**config.mk**
```make
export PLATFORM = sky130hd
export DESIGN_NAME = lockin_demod_flat
export DESIGN_NICKNAME = d
export VERILOG_FILES = /design/src/rtl/lockin_demod_if.sv /design/src/rtl/lockin_demod.sv /design/src/flat_wrapper.sv
export SDC_FILE = /design/constraint.sdc
export NUM_CORES = 1
export LEC_CHECK = 0
export ABC_CLOCK_PERIOD_IN_PS = 8010
export CAP_MARGIN = 20
export CORE_UTILIZATION = 65
export DETAILED_ROUTE_END_ITERATION = 16
export DONT_BUFFER_PORTS = 1
export PLACE_DENSITY_LB_ADDON = 0.1
export SYNTH_ARGS = -nofsm -noshare
export SYNTH_HDL_FRONTEND = slang
export SYNTH_SLANG_ARGS = --single-unit
```
**constraint.sdc**
```tcl
create_clock -name clk -period 8.01 [get_ports clk]
set_clock_uncertainty 0.05 [all_clocks]
set_input_delay 1.602 -clock clk [delete_from_list [all_inputs] [get_ports clk]]
set_output_delay 1.602 -clock clk [all_outputs]
set_load 0.05 [all_outputs]
```
**src/rtl/lockin_demod_if.sv**
```systemverilog
// Sample stream into the lock-in demodulator and the per-window result
// stream back out to the frequency-correction loop.
interface lockin_demod_if #(
  parameter int ADC_WIDTH = 16
);
  logic signed [ADC_WIDTH-1:0] adc_data;
  logic                        adc_valid;
  logic signed [31:0]          demod_err;
  logic [15:0]                 demod_cnt;
  logic                        demod_valid;

  modport master (
    output adc_data, adc_valid,
    input  demod_err, demod_cnt, demod_valid
  );

  modport slave (
    input  adc_data, adc_valid,
    output demod_err, demod_cnt, demod_valid
  );
endinterface

```
**src/rtl/lockin_demod.sv**
```systemverilog
// Lock-in demodulator: multiplies ADC samples by a +/-1 square reference
// derived from the DDS phase plus an offset, integrates over N modulation
// periods and emits one saturated error word per window (gapless windows).
module lockin_demod #(
  parameter int ADC_WIDTH = 16,
  parameter int ACC_WIDTH = 40,
  parameter int PH_WIDTH  = 10
) (
  input  logic                clk,
  input  logic                rst_n,
  input  logic                demod_en,
  input  logic [PH_WIDTH-1:0] mod_phase,
  input  logic [PH_WIDTH-1:0] DEMOD_PCW_VIO,
  input  logic [7:0]          DEMOD_NUM_VIO,
  input  logic [7:0]          DEMOD_SKIP_VIO,
  output logic                demod_busy,
  lockin_demod_if.slave       bus
);

  typedef enum logic [1:0] {
    IDLE  = 2'd0,
    SYNC  = 2'd1,
    ACCUM = 2'd2
  } state_t;

  state_t state_q, state_d;

  logic [PH_WIDTH-1:0]         ref_phase;
  logic                        sgn;
  logic                        prev_sign;
  logic                        transition;
  logic                        boundary;

  logic [7:0]                  skip_q, skip_d;
  logic                        take;

  logic signed [ADC_WIDTH-1:0] adc_s;
  logic signed [ACC_WIDTH-1:0] sext;
  logic signed [ACC_WIDTH-1:0] contrib;
  logic signed [ACC_WIDTH-1:0] add_val;
  logic signed [ACC_WIDTH-1:0] acc_q;

  logic [7:0]                  period_q;
  logic [7:0]                  n_lat_q;
  logic [7:0]                  num_eff;
  logic [15:0]                 sample_q;
  logic [15:0]                 sample_inc;
  logic                        close_win;
  logic signed [31:0]          sat_err;

  assign adc_s      = bus.adc_data;
  assign demod_busy = (state_q != IDLE);

  // Reference sign, transition and period-boundary detection.
  always_comb begin
    ref_phase  = mod_phase + DEMOD_PCW_VIO;
    sgn        = ref_phase[PH_WIDTH-1];
    transition = sgn ^ prev_sign;
    boundary   = prev_sign & ~sgn;
    num_eff    = (DEMOD_NUM_VIO == 8'd0) ? 8'd1 : DEMOD_NUM_VIO;
  end

  // Signed contribution of the current sample; -2^(ADC_WIDTH-1) negates
  // exactly because the negation happens at accumulator width.
  always_comb begin
    sext    = {{(ACC_WIDTH-ADC_WIDTH){adc_s[ADC_WIDTH-1]}}, adc_s};
    contrib = sgn ? -sext : sext;
    add_val = take ? contrib : '0;
  end

  // Post-transition skip counter; a sample arriving on the transition
  // cycle itself is the first skipped sample under the new sign.
  always_comb begin
    skip_d = skip_q;
    take   = 1'b0;
    if (transition) begin
      skip_d = DEMOD_SKIP_VIO;
      if (bus.adc_valid) begin
        if (DEMOD_SKIP_VIO == 8'd0) take = 1'b1;
        else                        skip_d = DEMOD_SKIP_VIO - 8'd1;
      end
    end else if (bus.adc_valid) begin
      if (skip_q != 8'd0) skip_d = skip_q - 8'd1;
      else                take   = 1'b1;
    end
  end

  // Saturating sample count and 32-bit clipping of the accumulator.
  always_comb begin
    sample_inc = (take && (sample_q != '1)) ? sample_q + 16'd1 : sample_q;
    sat_err    = acc_q[31:0];
    if (acc_q[ACC_WIDTH-1:31] != {(ACC_WIDTH-31){acc_q[ACC_WIDTH-1]}})
      sat_err = acc_q[ACC_WIDTH-1] ? 32'sh8000_0000 : 32'sh7FFF_FFFF;
  end

  // Next-state logic and window-close decode.
  always_comb begin
    state_d   = state_q;
    close_win = 1'b0;
    case (state_q)
      IDLE: begin
        if (demod_en) state_d = SYNC;
      end
      SYNC: begin
        if (!demod_en)     state_d = IDLE;
        else if (boundary) state_d = ACCUM;
      end
      ACCUM: begin
        if (!demod_en) state_d = IDLE;
        else           close_win = boundary && (period_q == n_lat_q - 8'd1);
      end
      default: state_d = IDLE;
    endcase
  end

  // State register.
  always_ff @(posedge clk or negedge rst_n) begin
    if (!rst_n) state_q <= IDLE;
    else        state_q <= state_d;
  end

  // Previous reference sign tracks the reference in every state so that
  // enabling never sees a stale edge.
  always_ff @(posedge clk or negedge rst_n) begin
    if (!rst_n) prev_sign <= 1'b0;
    else        prev_sign <= sgn;
  end

  // Accumulation datapath and result registers.
  always_ff @(posedge clk or negedge rst_n) begin
    if (!rst_n) begin
      acc_q           <= '0;
      period_q        <= '0;
      skip_q          <= '0;
      sample_q        <= '0;
      n_lat_q         <= '0;
      bus.demod_err   <= '0;
      bus.demod_cnt   <= '0;
      bus.demod_valid <= 1'b0;
    end else begin
      bus.demod_valid <= 1'b0;
      if (state_q == IDLE || !demod_en) begin
        acc_q    <= '0;
        period_q <= '0;
        skip_q   <= '0;
        sample_q <= '0;
      end else begin
        skip_q <= skip_d;
        if (state_q == SYNC) begin
          if (boundary) begin
            acc_q    <= add_val;
            sample_q <= {15'd0, take};
            period_q <= '0;
            n_lat_q  <= num_eff;
          end
        end else if (close_win) begin
          // The closing boundary's own sample opens the next window.
          bus.demod_err   <= sat_err;
          bus.demod_cnt   <= sample_q;
          bus.demod_valid <= 1'b1;
          acc_q           <= add_val;
          sample_q        <= {15'd0, take};
          period_q        <= '0;
          n_lat_q         <= num_eff;
        end else begin
          acc_q    <= acc_q + add_val;
          sample_q <= sample_inc;
          if (boundary) period_q <= period_q + 8'd1;
        end
      end
    end
  end

endmodule
```
**src/flat_wrapper.sv**
```systemverilog
// flat-port wrapper written by rule: the top's interface ports become plain ports
module lockin_demod_flat 
#(
  parameter int ADC_WIDTH = 16,
  parameter int ACC_WIDTH = 40,
  parameter int PH_WIDTH  = 10
)
  (clk, rst_n, demod_en, mod_phase, DEMOD_PCW_VIO, DEMOD_NUM_VIO, DEMOD_SKIP_VIO, demod_busy, bus_adc_data, bus_adc_valid, bus_demod_err, bus_demod_cnt, bus_demod_valid);
  lockin_demod_if #(.ADC_WIDTH(ADC_WIDTH)) bus_i ();
  input  logic clk;
  input  logic rst_n;
  input  logic demod_en;
  input  logic [PH_WIDTH-1:0] mod_phase;
  input  logic [PH_WIDTH-1:0] DEMOD_PCW_VIO;
  input  logic [7:0] DEMOD_NUM_VIO;
  input  logic [7:0] DEMOD_SKIP_VIO;
  output logic demod_busy;
  input wire logic [$bits(bus_i.adc_data)-1:0] bus_adc_data;
  input wire logic [$bits(bus_i.adc_valid)-1:0] bus_adc_valid;
  output wire logic [$bits(bus_i.demod_err)-1:0] bus_demod_err;
  output wire logic [$bits(bus_i.demod_cnt)-1:0] bus_demod_cnt;
  output wire logic [$bits(bus_i.demod_valid)-1:0] bus_demod_valid;
  assign bus_i.adc_data = bus_adc_data;
  assign bus_i.adc_valid = bus_adc_valid;
  assign bus_demod_err = bus_i.demod_err;
  assign bus_demod_cnt = bus_i.demod_cnt;
  assign bus_demod_valid = bus_i.demod_valid;
  lockin_demod #(.ADC_WIDTH(ADC_WIDTH), .ACC_WIDTH(ACC_WIDTH), .PH_WIDTH(PH_WIDTH)) u_core (.clk(clk), .rst_n(rst_n), .demod_en(demod_en), .mod_phase(mod_phase), .DEMOD_PCW_VIO(DEMOD_PCW_VIO), .DEMOD_NUM_VIO(DEMOD_NUM_VIO), .DEMOD_SKIP_VIO(DEMOD_SKIP_VIO), .demod_busy(demod_busy), .bus(bus_i));
endmodule
```
# Word-level counts from Yosys, hierarchy flattened
# Cells that the tools add are included.
# Widths: inputs -> output; s select.
[word_totals]
output_inout_bits = 50
in_bits = 56
regBits = 132
elab_cells = 96
[classes]
eq_ne = 10
n_mux = 43
n_reduce_logical = 20
bitwise_logic = 5
addsub = 8
[ops]
columns = ["operator", "n"]
rows = [
  ["$mux 40", 6],
  ["$mux 8", 15],
  ["$mux 16", 5],
  ["$mux 32", 2],
  ["$add 40x40->40", 1],
  ["$neg 16->40", 1],
  ["$sub 8x1->8 const B", 3],
  ["$add 16x1->16 const B", 1],
  ["$logic_not 8->1", 2],
  ["$ne 16x16->1 const B", 1],
  ["$add 10x10->10", 1],
  ["$mux 1", 10],
  ["$reduce_and 3->1", 3],
  ["$reduce_bool 3->1", 3],
  ["$add 8x1->8 const B", 1],
  ["$eq 8x8->1", 1],
  ["$mux 2", 4],
  ["$ne 8x8->1", 1],
  ["$reduce_bool 8->1", 1],
  ["$pmux 2 s3", 1],
  ["$reduce_and 2->1", 3],
  ["$ne 2x2->1 const B", 2],
  ["$reduce_bool 2->1", 2],
  ["$reduce_bool 4->1", 1],
  ["other kinds (12)", 15],
]

# Longest topological paths before layout
[logic_depth]
ltp_word = 9
ltp_mapped = 26
mapped_depth_nobuf = 24

# Least setup slack after synthesis
# Ideal clock, no wire load.
[synth_timing]
path_kind = "in2reg"
startpoint = "input mod_phase[1]"
endpoint = "register u_core.acc_q[39]"
setup_slack_ns = 1.250
arrival_ns = 6.570
n_path_buf = 4
t_required_ns = 7.821
cell_stages = 26
setup_time_ns = 0.139
cell_sequence = "ha_1 -> a31o_2 -> a211o_1 -> o2111ai_1 -> and3_1 -> xor2_2 -> inv_2 -> ha_1 -> clkbuf_1 -> mux2i_1 -> nand2_1 -> clkbuf_1 -> clkbuf_1 -> nor2_1 -> ha_1 -> clkbuf_1 -> a21o_1 -> a31o_2 -> nor4_1 -> o211ai_1 -> a311oi_1 -> o21ai_0 -> and3_1 -> o21ai_0 -> xor2_1 -> o21ai_1"
[synth_between]
elab_chain_len = 9
elab_cells_between_ends = 16
cone_classes = "add/sub (2); eq/ne (1); mux (9); bitwise (3); reduce/logical (1)"
[synth_rtl]
columns = ["item", "line", "text"]
rows = [
  ["start: declaration", "flat_wrapper.sv:13", "input logic [PH_WIDTH-1:0] mod_phase;"],
  ["$add 10x10->10 *", "lockin_demod.sv:56", "ref_phase = mod_phase + DEMOD_PCW_VIO;"],
  ["parallel branches: the longest is 8 deep, another holds $add 40x40->40", "n/a", ""],
  ["end signal: assignment", "lockin_demod.sv:151", "acc_q <= add_val;"],
  ["end signal: assignment", "lockin_demod.sv:161", "acc_q <= add_val;"],
  ["end signal: assignment", "lockin_demod.sv:166", "acc_q <= acc_q + add_val;"],
  ["end: declaration", "lockin_demod.sv:41", "logic signed [ACC_WIDTH-1:0] acc_q;"],
]
# Mark *: on every way between the ends. The select of a mux whose other input is x is not followed.
# A chain may end at the register's enable or synchronous reset.

# Final worst setup path
[layout_timing]
startpoint = "input mod_phase[1]"
endpoint = "register u_core.acc_q[36]"
# Same word-level chain as after synthesis.

==> metrics.md <==
| Metric | Value |
|---|---|
| Ys flop type | dfrtp_1 |
| Syn Nets | approximately 1,200 |
| Post-synth top area cell | dfrtp_1 |
| H-tree lvl count | 4 |
| Async set-or-reset flop fraction in the synthesized netlist | 100.0% |
| Mapped Area | 9173 um^2 |
| Actual slew at the worst max-slew pin | around 800 ps |
| Drt via density | approximately 6.4 |
| WP data required | 8250 ps |
| Status | finished, final reports clean |
| Nets | between 1,000 and 1,500 |
| Max FO, Critical Path | 38 |
| Die width | ~120 um |
| Maxcap violations | 0 |
| DRC | 0 |
| Kind of start point of the critical path | input port |
| # Post-CTS Setup Buffers | 0 |
| Skew-Pair Late Insertion Delay | about 430 ps |
| Post-CTS Hold Buffers | 0 |
| Crit. End Element | register |
| Power Dens Cells | 216.3 nW/um^2 |
| Warnings from Yosys | 0 |
| Top cells by area, synth | dfrtp_1 36%, ha_1 8.2%, nand2_1 6.5% |
| Placed insts | between 1,000 and 1,500 |
| IO Count | around 110 |
| Int Power | about 1.4 mW |
| Clock power frac | between 30% and 40% |
| TritonCTS clock tree | yes |
| Clock transition at path regs | 60 ps |
| Number of buffers created by CTS | 17 |
| Peak Freq | between 100 and 150 MHz |
| Post-route antenna net violation count | 0 |
| Period utilization | 87.31% |
| Die area | around 15,000 um^2 |
| Worst reg2reg path depth | 17 |
| Root Buffer | clkbuf_16 |
| Tmin final | between 6000 and 7000 ps |
| P_leak | between 4 and 5 nW |
| DR vias | about 8,200 |
| # fillers | 1,073 |
| Mapped Cells | between 1,000 and 1,500 |
| Post-cts sizing count | 0 |
| Unrepaired setup endpoints after global routing | false |
| Met2 Resource Use GR | between 50% and 60% |
| Final Hold Viols | 0 |
| FF/Latch Area | ~3300 um^2 |
| Part of the power in combinational logic | between 20% and 30% |
| Met1 Usage GRT | between 40% and 50% |
| WL/cell | 18.33 um |
| DRT Wirelength | about 23,000 um |
| Die Span Y | approximately 120 um |
| Clk buf depth | 2 |
| Grt total ovfl | 0 |
| Clock Sinks | 132 |
| Commonest non-fill, non-tap cells in the layout | 160 x nand2_1, 132 x dfrtp_1, 115 x a21oi_1 |
| Flop-to-flop setup slack | 2910 ps |
| Sw Pwr | between 0.7 and 0.8 mW |
| Num rows | 43 |
| Setup TNS | 0 ps |
| Synth Register Bits | between 100 and 150 |
| Final non-filler cell total | approximately 1,300 |
| Register area share after synthesis | 36.01% |
| GRT Util Overall | between 30% and 40% |
| Layout Utilization | 71.30% |
| Switch share | between 30% and 40% |
| Reg2reg start | u_core.skip_q[2]$_DFFE_PN0P_ |
| First-pass GRT wire length | around 38,000 um |
| Layout cells sized above 1 | under 10% |
| Input/output buffers | 0 |
| Critical Path End | u_core.acc_q[36]$_DFFE_PN0P_ |
| Pin count of the biggest net entering global routing | between 100 and 150 |
| Grt peak-use layer | met2 |
| Worst ir drop on vdd | about 0.17 mV |
| Setup violators final | 0 |
| Post-synth top area share | about 36% |
| GP Congestion | ~0.96 |
| Commonest non-fill, non-tap cell in the layout | nand2_1 |
| Vias in the first global route | roughly 7,700 |
| Detailed Place HPWL | roughly 16,000 um |
| Crit path from | mod_phase[1] |
| EDFF count, synth | 0 |
| Diodes inserted | 0 |
| Hold Path Class | reg -> reg |
| CORE AREA | about 14,000 um^2 |
| Starting Density | about two thirds |
| Met3 usage | under 10% |
| Reg2reg end | u_core.acc_q[36]$_DFFE_PN0P_ |
| Initial DRC count | ~790 |
| Hold depth | 2 |
| Syn Area/Cell | roughly 8.2 um^2 |
| Area growth syn-to-layout | 7.475% |
| Drt pass-1 iters | 8 |
| Yosys cell types | 64 |
| Pre-CTS WS | about 860 ps |
| Critical setup path kind | in -> reg |
| CP Data Arrival Time | roughly 7200 ps |
| Final WS setup | between 1000 and 1500 ps |
| Multi-input gate area | 5475 um^2 |
| Rel. slew slack | between 40 and 50% |
| Sequential Power Share | a little over a third |
| Slew Viols, Final | 0 |
| Initial antenna violation count | 0 |
==> cell type report <==
type | count | area share [%]
multi-input combinational | 878 | 55.54
sequential | 132 | 33.51
clock buffer | 20 | 4.734
tap | 180 | 2.285
inverter | 42 | 1.599
clock inverter | 11 | 1.498
timing repair buffer | 11 | 0.8377
==> how the worst min path moves through the flow <==
stage                                  from                      endpoint  slack (ps)
3_3_place_gp    u_core.acc_q[0]$_DFFE_PN0P_   u_core.acc_q[0]$_DFFE_PN0P_         460
6_report        u_core.acc_q[0]$_DFFE_PN0P_   u_core.acc_q[0]$_DFFE_PN0P_         480
2_1_floorplan   u_core.acc_q[0]$_DFFE_PN0P_   u_core.acc_q[0]$_DFFE_PN0P_         430
3_5_place_dp   u_core.acc_q[13]$_DFFE_PN0P_  u_core.acc_q[13]$_DFFE_PN0P_         470
5_1_grt        u_core.acc_q[13]$_DFFE_PN0P_  u_core.acc_q[13]$_DFFE_PN0P_         520
4_1_cts        u_core.acc_q[13]$_DFFE_PN0P_  u_core.acc_q[13]$_DFFE_PN0P_         480
==> power by group through the flow <==
stage          clock (mW)  sequential (mW)  combinational, mW
3_3_place_gp            0            0.766              0.526
6_report            0.817            0.759              0.556
4_1_cts             0.825            0.757              0.550
3_5_place_dp            0            0.767              0.541
2_1_floorplan           0            0.754              0.432
5_1_grt             0.854            0.761              0.614
==> flip-flops by register name, summed over array words and instances (netlist names) <==
name / cells
u_core.acc_q: 40
u_core.sample_q: 16
u_core.skip_q: 8
u_core.bus.demod_err: 32
u_core.bus.demod_valid: 1
u_core.n_lat_q: 8
u_core.state_q: 2
u_core.prev_sign: 1
u_core.bus.demod_cnt: 16
u_core.period_q: 8
==> worst max-delay path: stages <==
cell	delay (ps)
ha_1	270
a31o_2	200
a211o_1	290
o2111ai_1	70
and3_1	220
xor2_2	170
inv_2	110
ha_1	290
buf_4	200
mux2i_1	230
nand2_1	190
buf_4	330
a21o_1	250
fa_1	420
nand3b_1	200
a211oi_1	320
o21ai_0	200
nand2_1	130
a31oi_1	180
o31ai_1	540
nand3_1	250
o21bai_1	290
xnor2_1	170
o21ai_0	100
==> cells by family after synthesis <==
family          count (synthesis)  share of synthesized area, %
compound gates                348                         22.79
simple gates                  381                         19.48
buf+inv                       103                         4.542
mux                            15                         1.719
flops                         132                         36.01
fa+ha+maj                      61                         8.403
xor+xnor                       73                         7.052
==> per-layer routing <==
layer | up-vias | share of wire, % | wire length (um)
li1 | 3911 | - | -
met5 | - | 0 | 0
met2 | 323 | 47 | 10960
met4 | 0 | 1.4 | 318
met1 | 3912 | 44 | 10350
met3 | 28 | 7.3 | 1716
==> per-stage QoR <==
stage               instance area, um^2  power, mW  hold slack [ps]
finish                             9858      2.132            484.2
global route                       9858      2.230            515.1
CTS                                9858      2.132            479.0
detailed placement                 9244      1.308            466.9
global placement                   9244      1.292            456.9
floorplan                          9173      1.186            428.1
==> Yosys cell counts (all sizes together) (28+ instances only) <==
cell type,number
a21o,28
a21oi,116
clkbuf,51
dfrtp,132
ha,60
inv,42
nand2,160
nor2,85
o21ai,115
xnor2,39
xor2,34
Note: power is estimated with default switching activity, not from simulation.
